File: src/rtl/einsum_accum_pkg.sv
`default_nettype none
// +-----------------------------------------------------------------------+
// | Package : einsum_pkg                                                  |
// | Shared types and constants for the einsum reduction stage: log-domain |
// | word limits, fold operator / FSM state enums and the LSE correction   |
// | table generator.                                                      |
// | Rev     : 1.0  initial release                                        |
// +-----------------------------------------------------------------------+
package einsum_pkg;

  localparam int              LOG_W   = 24;
  localparam logic [LOG_W-1:0] NEG_INF = 24'h800000;  // linear zero
  localparam logic [LOG_W-1:0] LOG_MAX = 24'h7FFFFF;
  localparam logic [LOG_W-1:0] LOG_MIN = 24'h800000;

  typedef enum logic [1:0] {
    PE_LSE = 2'b00,
    PE_LIN = 2'b01,
    PE_MAX = 2'b10
  } pe_mode_e;

  typedef enum logic [1:0] {
    IDLE = 2'b00,
    ACC  = 2'b01,
    OUT  = 2'b10
  } accum_state_e;

  // Raw pe_mode code to operator; the unused code 11 behaves as LSE.
  function automatic pe_mode_e to_mode(input logic [1:0] i_code);
    pe_mode_e v;
    case (i_code)
      2'b01:   v = PE_LIN;
      2'b10:   v = PE_MAX;
      default: v = PE_LSE;
    endcase
    return v;
  endfunction

  // LSE correction entry: round(log2(1 + 2^(-idx/8)) * 2^frac_bits).
  // Only ever called with elaboration-time constant arguments.
  function automatic logic [LOG_W-1:0] lse_lut_entry(input int frac_bits, input int idx);
    real r;
    if (idx == 0) begin
      return LOG_W'(1) << frac_bits;
    end
    r = ($ln(1.0 + 2.0 ** (-real'(idx) / 8.0)) / $ln(2.0)) * (2.0 ** frac_bits);
    return LOG_W'($rtoi(r + 0.5));
  endfunction

endpackage
`default_nettype wire

File: src/rtl/einsum_accum_lse.sv
`default_nettype none
// +-----------------------------------------------------------------------+
// | Module  : lse_add                                                     |
// | Combinational log-sum-exp fold of two base-2 log words using a        |
// | 64-entry correction table; flags positive saturation.                 |
// | Rev     : 1.0  initial release                                        |
// +-----------------------------------------------------------------------+
module lse_add
  import einsum_pkg::*;
#(
  parameter int FRAC_BITS = 10
) (
  input  logic [LOG_W-1:0] i_a,
  input  logic [LOG_W-1:0] i_b,
  output logic [LOG_W-1:0] o_sum,
  output logic             o_sat
);

  logic [LOG_W-1:0] w_lut [64];

  // Correction table, one constant entry per index.
  generate
    for (genvar gi = 0; gi < 64; gi++) begin : g_lut
      assign w_lut[gi] = lse_lut_entry(FRAC_BITS, gi);
    end
  endgenerate

  logic [LOG_W:0]   w_diff;
  logic [LOG_W:0]   w_absd;
  logic [LOG_W:0]   w_shift;
  logic [LOG_W:0]   w_sum;
  logic [LOG_W-1:0] w_m;
  logic [5:0]       w_idx;
  logic             w_a_ge;
  logic             w_far;

  // Larger operand plus table correction indexed by the operand distance.
  always_comb begin
    w_diff  = {i_a[LOG_W-1], i_a} - {i_b[LOG_W-1], i_b};
    w_a_ge  = ~w_diff[LOG_W];
    w_m     = w_a_ge ? i_a : i_b;
    w_absd  = w_a_ge ? w_diff : (~w_diff + 1'b1);
    w_far   = (w_absd >= ((LOG_W+1)'(8) << FRAC_BITS));
    w_shift = w_absd >> (FRAC_BITS - 3);
    w_idx   = w_shift[5:0];
    w_sum   = {w_m[LOG_W-1], w_m} + {1'b0, w_lut[w_idx]};
    o_sum   = w_m;
    o_sat   = 1'b0;
    if (i_a == NEG_INF) begin
      o_sum = i_b;
    end else if (i_b == NEG_INF) begin
      o_sum = i_a;
    end else if (!w_far) begin
      // The correction is positive, so only the upper bound can be crossed.
      if (!w_sum[LOG_W] && w_sum[LOG_W-1]) begin
        o_sum = LOG_MAX;
        o_sat = 1'b1;
      end else begin
        o_sum = w_sum[LOG_W-1:0];
      end
    end
  end

endmodule
`default_nettype wire

File: src/rtl/einsum_accum.sv
`default_nettype none
// +-----------------------------------------------------------------------+
// | Module  : einsum_accum                                                |
// | Folds each reduction group of log-domain products (LSE, linear add    |
// | or max) into one result and hands it downstream via valid/ready.      |
// | Option  : EINSUM_ACCUM_SAT_FLAG_EN adds the sticky out_sat port.      |
// | Rev     : 1.0  initial release                                        |
// +-----------------------------------------------------------------------+
module einsum_accum
  import einsum_pkg::*;
#(
  parameter int WORD_WIDTH = 32,
  parameter int FRAC_BITS  = 10,
  parameter int MAX_LEN    = 256,
  parameter int CNT_WIDTH  = $clog2(MAX_LEN + 1)
) (
  input  logic                  clk,
  input  logic                  rst,
  input  logic                  in_valid,
  output logic                  in_ready,
  input  logic [WORD_WIDTH-1:0] in_data,
  input  logic                  in_last,
  input  logic [1:0]            pe_mode,
  output logic                  out_valid,
  input  logic                  out_ready,
  output logic [WORD_WIDTH-1:0] out_data,
`ifdef EINSUM_ACCUM_SAT_FLAG_EN
  output logic                  out_sat,
`endif
  output logic [CNT_WIDTH-1:0]  out_len
);

  accum_state_e          r_state;
  pe_mode_e              r_mode;
  logic [LOG_W-1:0]      r_acc;
  logic [CNT_WIDTH-1:0]  r_cnt;
  logic [WORD_WIDTH-1:0] r_out_data;
  logic [CNT_WIDTH-1:0]  r_out_len;
  logic                  r_out_valid;

  pe_mode_e              w_mode;
  logic [LOG_W-1:0]      w_base;
  logic [LOG_W-1:0]      w_beat;
  logic [LOG_W-1:0]      w_fold;
  logic                  w_fold_sat;
  logic [LOG_W:0]        w_lin_sum;
  logic [LOG_W-1:0]      w_lse_sum;
  logic                  w_lse_sat;
  logic [CNT_WIDTH-1:0]  w_cnt_next;
  logic                  w_close;
  logic                  w_hs;

  assign in_ready  = !rst && (r_state != OUT);
  assign w_hs      = in_valid && in_ready;
  assign w_beat    = in_data[LOG_W-1:0];
  assign out_valid = r_out_valid;
  assign out_data  = r_out_data;
  assign out_len   = r_out_len;

  lse_add #(
    .FRAC_BITS (FRAC_BITS)
  ) u_lse (
    .i_a   (w_base),
    .i_b   (w_beat),
    .o_sum (w_lse_sum),
    .o_sat (w_lse_sat)
  );

  // Operator and running value; the first beat folds against the identity.
  always_comb begin
    w_mode     = (r_state == IDLE) ? to_mode(pe_mode) : r_mode;
    w_base     = r_acc;
    if (r_state == IDLE) begin
      w_base = (w_mode == PE_LIN) ? '0 : NEG_INF;
    end
    w_lin_sum  = {w_base[LOG_W-1], w_base} + {w_beat[LOG_W-1], w_beat};
    w_fold     = w_lse_sum;
    w_fold_sat = w_lse_sat;
    case (w_mode)
      PE_LIN: begin
        if (w_lin_sum[LOG_W] != w_lin_sum[LOG_W-1]) begin
          w_fold     = w_lin_sum[LOG_W] ? LOG_MIN : LOG_MAX;
          w_fold_sat = 1'b1;
        end else begin
          w_fold     = w_lin_sum[LOG_W-1:0];
          w_fold_sat = 1'b0;
        end
      end
      PE_MAX: begin
        w_fold     = ($signed(w_beat) > $signed(w_base)) ? w_beat : w_base;
        w_fold_sat = 1'b0;
      end
      default: begin
        w_fold     = w_lse_sum;
        w_fold_sat = w_lse_sat;
      end
    endcase
    w_cnt_next = (r_state == IDLE) ? CNT_WIDTH'(1) : (r_cnt + CNT_WIDTH'(1));
    w_close    = in_last || (w_cnt_next == CNT_WIDTH'(MAX_LEN));
  end

  // Group FSM: accumulate beats, park the result in OUT until accepted.
  always_ff @(posedge clk) begin
    if (rst) begin
      r_state     <= IDLE;
      r_mode      <= PE_LSE;
      r_acc       <= '0;
      r_cnt       <= '0;
      r_out_data  <= '0;
      r_out_len   <= '0;
      r_out_valid <= 1'b0;
    end else begin
      case (r_state)
        IDLE, ACC: begin
          if (w_hs) begin
            if (r_state == IDLE) begin
              r_mode <= w_mode;
            end
            if (w_close) begin
              r_out_data  <= WORD_WIDTH'(w_fold);
              r_out_len   <= w_cnt_next;
              r_out_valid <= 1'b1;
              r_acc       <= '0;
              r_cnt       <= '0;
              r_state     <= OUT;
            end else begin
              r_acc   <= w_fold;
              r_cnt   <= w_cnt_next;
              r_state <= ACC;
            end
          end
        end
        OUT: begin
          if (out_ready) begin
            r_out_valid <= 1'b0;
            r_state     <= IDLE;
          end
        end
        default: r_state <= IDLE;
      endcase
    end
  end

`ifdef EINSUM_ACCUM_SAT_FLAG_EN
  logic r_grp_sat;
  logic r_out_sat;
  logic w_grp_sat;
  logic w_unused;

  assign w_grp_sat = ((r_state == ACC) ? r_grp_sat : 1'b0) | w_fold_sat;
  assign out_sat   = r_out_sat;
  assign w_unused  = ^in_data[WORD_WIDTH-1:LOG_W];

  // Sticky saturation flag, captured with the result and dropped when the next group opens.
  always_ff @(posedge clk) begin
    if (rst) begin
      r_grp_sat <= 1'b0;
      r_out_sat <= 1'b0;
    end else if (w_hs) begin
      r_grp_sat <= w_close ? 1'b0 : w_grp_sat;
      if (w_close) begin
        r_out_sat <= w_grp_sat;
      end else if (r_state == IDLE) begin
        r_out_sat <= 1'b0;
      end
    end
  end
`else
  logic w_unused;
  assign w_unused = ^{in_data[WORD_WIDTH-1:LOG_W], w_fold_sat};
`endif

endmodule
`default_nettype wire
File: config.mk
export PLATFORM = sky130hd
export DESIGN_NAME = einsum_accum
export DESIGN_NICKNAME = d
export VERILOG_FILES = /design/src/rtl/einsum_accum_pkg.sv /design/src/rtl/einsum_accum_lse.sv /design/src/rtl/einsum_accum.sv
export SDC_FILE = /design/constraint.sdc
export NUM_CORES = 1
export LEC_CHECK = 0
export ABC_AREA = 1
export CAP_MARGIN = 10
export CORE_ASPECT_RATIO = 0.75
export CORE_MARGIN = 2
export CORE_UTILIZATION = 45
export CTS_CLUSTER_DIAMETER = 200
export DETAILED_ROUTE_END_ITERATION = 8
export PLACE_DENSITY = 0.64
export REMOVE_ABC_BUFFERS = 1
export SETUP_SLACK_MARGIN = 0.15
export SYNTH_ARGS = -nofsm -noshare
export SYNTH_HDL_FRONTEND = slang
export SYNTH_SLANG_ARGS = --single-unit
File: constraint.sdc
create_clock -name clk -period 15.6 [get_ports clk]
set_input_delay 3.12 -clock clk [delete_from_list [all_inputs] [get_ports clk]]
set_output_delay 3.12 -clock clk [all_outputs]
set_load 0.005 [all_outputs]
==> results_dict.tcl, run 1 <==
set metrics [dict create \
    crit_top_cell "nand2_1" \
    crit_path_end_kind "register" \
    multi_input_area_sq_um 8260 \
    use_met1_pct 48.35 \
    vias 13160 \
    yosys-top-cells-count "614 x nand2_1, 216 x inv_1, 172 x a21oi_1" \
    min_period_over_period_pct 82.40 \
    tritoncts "done" \
    grtUsageMet3_pct 6.046 \
    cts.sinks 71 \
    rsz0062_at_grt "false" \
    synth_top_area_share_pct 20.99 \
    regToRegEndpoint "r_acc[16]" \
    antenna_found_initial 0 \
    synthToLayoutAreaGrowth_pct 9.571 \
    synth_area_leader_cell "nand2_1" \
    port_buffers 65 \
    hp-class "register to register" \
    setup_viol 0 \
    slew_viol_final 0 \
    final_cell_area_sq_um 12030 \
    worstSetupStartpointType "primary input" \
    place_inst 2314 \
    syn-cell-area_sq_um 10980 \
    yosys-top-cells-area "nand2_1 21%, dfxtp_1 13%, a21oi_1 7.8%, inv_1 7.4%, nand3_1 7.1%" \
    gr-usage-met2_pct 45.88 \
    yosys_most_used_dff "dfxtp_1" \
    postSynthAreaPerCell_sq_um 5.532 \
    die_w_um 184.4 \
    ant_nets 0 \
    synth_edf_count 0 \
    cts_resized 0 \
    fill_cells 2582 \
    reg2reg_depth 49 \
    drt_pass1_iterations 6 \
    ys.warnings.count 0 \
    drive_gt1_share_pct 7.404 \
    cp_top_family "simple AND/OR/NAND/NOR gates" \
    critPathKind "primary input to register" \
    status "complete, no violations" \
    grt_pass1_vias 11840 \
    io_pins 82 \
    crit_fanout 58 \
    crit_path_start "pe_mode[1]" \
    grt_pass1_wl_um 64830 \
    antennaDiodeCount 0 \
    grt_usage_pct 32.04 \
    register_area_sq_um 1421 \
    r2r_start "r_state[1]" \
    whs_ps 451.3 \
    dp_hpwl_um 32340 \
    syn_inst 1985 \
    place_congestion 0.9792 \
    maxCapViolCount 0 \
    cp.arrival_ps 13120 \
    post_cts_buffers 0 \
    power_density_nw_per_um2 87.47 \
    drc 0 \
    fmax_mhz 77.79 \
    wire_per_inst_um 17.78 \
    synth-seq-cells 71 \
    fin_crit_ps 12850 \
    wirelength_um 41420 \
    p_leak_nw 5.898 \
    power_mw 1.052 \
    die_height_um 139.3 \
    core_sq_um 23970 \
    ff2ff_setup_slack_ps 5020 \
    netlist-cell-type-count 55 \
    busiest_layer "met1" \
    hp-start "r_mode[1]" \
    max_stage_delay_ps 770 \
    cts_root_buf "clkbuf_16" \
    clk_pin_slew_worst_paths_ps 60 \
    dp_slack_ps 2720 \
    via_per_inst 5.650 \
    crit_required_ps 15870 \
    fin_cells 2330 \
    synthArstFlopShare_pct 0 \
    hold_path_end "r_mode[1]" \
    worstSkewPairLatency_ps 350 \
    grt_max_degree 59 \
    critPathSlowestCell "o21ai_0" \
    hold_viol_final 0 \
    hold_depth 2 \
    dieArea_sq_um 25680 \
    ir_drop_v 0.00005342 \
    placed_cell_area_sq_um 11730 \
    htreeDepth 3 \
    drt_iter0_drc 1589 \
    setup_ws_ps 2745 \
    core.rowCount 49 \
    initial_core_util_pct 45.81 \
    cts.path.max_buffers 2 \
    yosysMostFrequentCell "nand2_1" \
    max_slew.worst_pin.slew_ps 1127 \
    fin_tns_setup_ps 0 \
    fin_skew_ps 15.80 \
    cts_hold_buf 0 \
    overflow 0 \
    seq_area_frac_synth_pct 12.94 \
    worst-path-buf-inv 10 \
    nets 2096 \
    cts_buffers 9 \
    max-slew-margin-rel_pct 24.71 \
    final_core_util_pct 50.19 \
]
-- power breakdown --
| group | switching [mW] | internal [mW] |
|---|---|---|
| Clock | 0.0883 | 0.129 |
| Combinational | 0.435 | 0.202 |
| Sequential | 0.00621 | 0.192 |
| Total | 0.529 | 0.523 |
-- layer usage --
layer | part of all wire [%] | wire length [um] | vias up
met1 | 48 | 19790 | 5987
met2 | 40 | 16710 | 630
met3 | 9.4 | 3912 | 59
li1 | - | - | 6488
met5 | 0 | 0 | -
met4 | 2.4 | 1001 | 0
-- layout by cell type (no fill, tap or decap), drive strengths merged, types with 2 or more instances in the layout --
cell type      instances
nor3b                  2
and3                   4
nor2                 191
or2                    5
buf                   18
nand3                167
o21bai                 5
inv                  226
dfxtp                 71
o211ai                25
clkinv                 5
ha                    62
a21o                   4
xor2                  34
o31ai                  5
a21boi                 3
a31oi                 12
nand4                 30
nor3                  27
xnor2                  4
nand3b                 7
o21a                   5
o2111ai                2
a221oi                 4
nand2                668
o21ai                131
clkbuf                10
a211oi                 5
clkinvlp               2
conb                   8
nor4                  12
clkdlybuf4s50         64
a21oi                173
-- final cells by class --
| class | count | share of cell area, % |
|---|---|---|
| Multi-Input combinational cell | 1602 | 68.66 |
| Sequential cell | 71 | 11.81 |
| Inverter | 228 | 7.113 |
| Timing Repair Buffer | 82 | 6.427 |
| Tap cell | 331 | 3.442 |
| Clock buffer | 10 | 1.986 |
| Clock inverter | 6 | 0.5616 |
-- cells by family (layout without fill, tap and decap cells) --
logic type	count (synthesis)	in the layout	synth area share (%)
xor gates and xnor gates	38	38	3.099
other	1	8	0.03415
buffers and inverters	319	326	12.26
adders and majority gates	63	63	7.247
and+or+nand+nor	1114	1114	45.37
DFF	71	71	12.94
AOI/OAI and AO/OA	379	379	19.04
-- state kept, by name (all words and copies together), names as in the netlist --
register,flops
out_data,24
r_acc,24
out_len,9
r_cnt,9
r_mode,2
r_state,2
out_valid,1
-- worst max-delay path by stage --
stage               depth (start not counted)         to
floorplan                                  49  r_acc[13]
global placement                           53  r_acc[22]
detailed placement                         51  r_acc[16]
CTS                                        51  r_acc[16]
global route                               51   r_acc[1]
finish                                     48  r_acc[16]
-- worst reg2reg max path, delay by kind of cell, from the launching register on --
family	cells	cell delay, ps
simple gates	24	4170
fa+ha+maj	3	1010
flops	1	430
compound gates	12	3210
buf+inv	10	1660
No activity file was read; power rests on OpenSTA's default activity.
==> run 2: changes to the inputs <==
Settings changed: PLACE_DENSITY 0.64 to 0.66.
Clock period 15.6 ns to 11.53 ns, I/O delays scaled along.
==> results_dict.tcl, run 2 (same netlist as run 1, synthesis figures left out) <==
set metrics [dict create \
    fmax_mhz 100.0 \
    place_congestion 0.9723 \
    crit_path_start "pe_mode[1]" \
    fin_tns_setup_ps 0 \
    seq_power_share_pct 18.6 \
    switching_share_pct 50.38 \
    antennaDiodeCount 0 \
    overflow 0 \
    drive_gt1_share_pct 8.724 \
    power_mw 1.441 \
    port_buffers 65 \
    switching_power_mw 0.7259 \
    crit_fanout 52 \
    min_period_over_period_pct 86.72 \
    p_leak_nw 6.024 \
    vias 13300 \
    crit_top_cell "nand2_1" \
    setup_viol 0 \
    core_sq_um 23970 \
    drt_iter0_drc 1491 \
    status "complete, no violations" \
    max-slew-margin-rel_pct 21.42 \
    ant_nets 0 \
    grt_max_degree 55 \
    wire_per_inst_um 17.61 \
    crit_path_end_kind "register" \
    die_w_um 184.4 \
    drt_pass1_iterations 8 \
    dp_hpwl_um 32510 \
    critPathSlowestCell "a221oi_1" \
    max_slew.worst_pin.slew_ps 1176 \
    ir_drop_v 0.00009101 \
    antenna_found_initial 0 \
    synthToLayoutAreaGrowth_pct 11.26 \
    ff2ff_setup_slack_ps 2980 \
    grtUsageMet3_pct 4.842 \
    critPathKind "primary input to register" \
    fin_crit_ps 9999 \
    combPwrFrac_pct 63.0 \
    cts_root_buf "clkbuf_16" \
    die_height_um 139.3 \
    clk_pin_slew_worst_paths_ps 60 \
    cp-endpoint "out_data[16]" \
    reg2reg_depth 46 \
    worstSetupStartpointType "primary input" \
    power_density_nw_per_um2 117.9 \
    grt_usage_pct 32.12 \
    post_cts_buffers 0 \
    clkPwrFrac_pct 18.4 \
    rsz0062_at_grt "false" \
    regToRegEndpoint "out_data[16]" \
    initial_core_util_pct 45.81 \
    fin_skew_ps 8.234 \
    dieArea_sq_um 25680 \
    crit_required_ps 11760 \
    htreeDepth 3 \
    wirelength_um 41560 \
    hold_viol_final 0 \
    r2r_start "r_state[1]" \
    use_met1_pct 49.04 \
    hp-class "register to register" \
    p_int_mw 0.7150 \
    layout.cells.most_common "nand2_1" \
    cts_resized 0 \
    busiest_layer "met1" \
    grt_pass1_wl_um 65470 \
    slew_viol_final 0 \
    tritoncts "done" \
    maxCapViolCount 0 \
    cts_hold_buf 0 \
    core.rowCount 49 \
    cts.sinks 71 \
    max_stage_delay_ps 610 \
    cp.arrival_ps 10230 \
    grt_pass1_vias 11830 \
    gr-usage-met2_pct 45.86 \
    layout_common_cells "614 x nand2_1, 215 x inv_1, 172 x a21oi_1" \
    fill_cells 2559 \
    cts_buffers 9 \
    io_pins 82 \
    nets 2126 \
    dp_slack_ps 1384 \
    worstSkewPairLatency_ps 340 \
    drc 0 \
    via_per_inst 5.634 \
    setup_ws_ps 1531 \
    cts.path.max_buffers 2 \
]
run 2: cell types whose count changed in the layout (fill, tap and decap cells not counted), sizes merged:
cell / before / now
buf: 18 / 48
bufinv: 1 / 0
clkinv: 5 / 4
clkinvlp: 2 / 3
inv: 226 / 227
run 2: power groups by stage:
stage / clock, mW / combinational, mW / sequential [mW]
floorplan: 0 / 0.578 / 0.273
global placement: 0 / 0.881 / 0.273
detailed placement: 0 / 0.882 / 0.273
CTS: 0.268 / 0.888 / 0.268
global route: 0.281 / 1.00 / 0.270
finish: 0.265 / 0.907 / 0.268
run 2: worst max-delay path, delay by kind of cell:
family,cells,cell delay [ps]
buf+inv,11,2110
compound gates,7,1630
simple gates,23,3110
xor+xnor,1,160
fa+ha+maj,3,860
run 2: worst min path at each step:
stage | startpoint | depth (start not counted) | slack, ps | to
final | r_mode[1] | 2 | 450 | r_mode[1]
after global routing | r_mode[1] | 2 | 480 | r_mode[1]
after CTS | r_mode[1] | 2 | 460 | r_mode[1]
after detailed placement | r_mode[1] | 2 | 440 | r_mode[1]
after global placement | r_mode[1] | 2 | 440 | r_mode[1]
after floorplan | r_mode[1] | 2 | 430 | r_mode[1]
run 2: through the flow:
stage,cells,cell area [sq um],utilization (%),hold WS [ps]
global route,2360,12220,50.96,475.1
detailed placement,2344,11940,49.82,444.2
global placement,2344,11940,49.82,441.9
finish,2360,12220,50.96,451.4
floorplan,1901,10520,-,426.6
CTS,2360,12220,50.96,455.4
run 2: metal layers:
layer  wire length [um]  up-vias
li1                   -     6536
met2              16710      687
met4               1170        0
met1              19490     6004
met5                  0        -
met3               4192       70
run 2: area by class of cell:
cell class / instances / area (sq um) / share of cell area [%]
inverters: 228 / 855.8 / 7.005
multi-input cells: 1602 / 8253 / 67.55
clock inverters: 6 / 45.04 / 0.3687
clock buffers: 10 / 229.0 / 1.874
flip-flops and latches: 71 / 1421 / 11.63
well taps: 331 / 414.1 / 3.390
repair buffers: 112 / 998.5 / 8.173
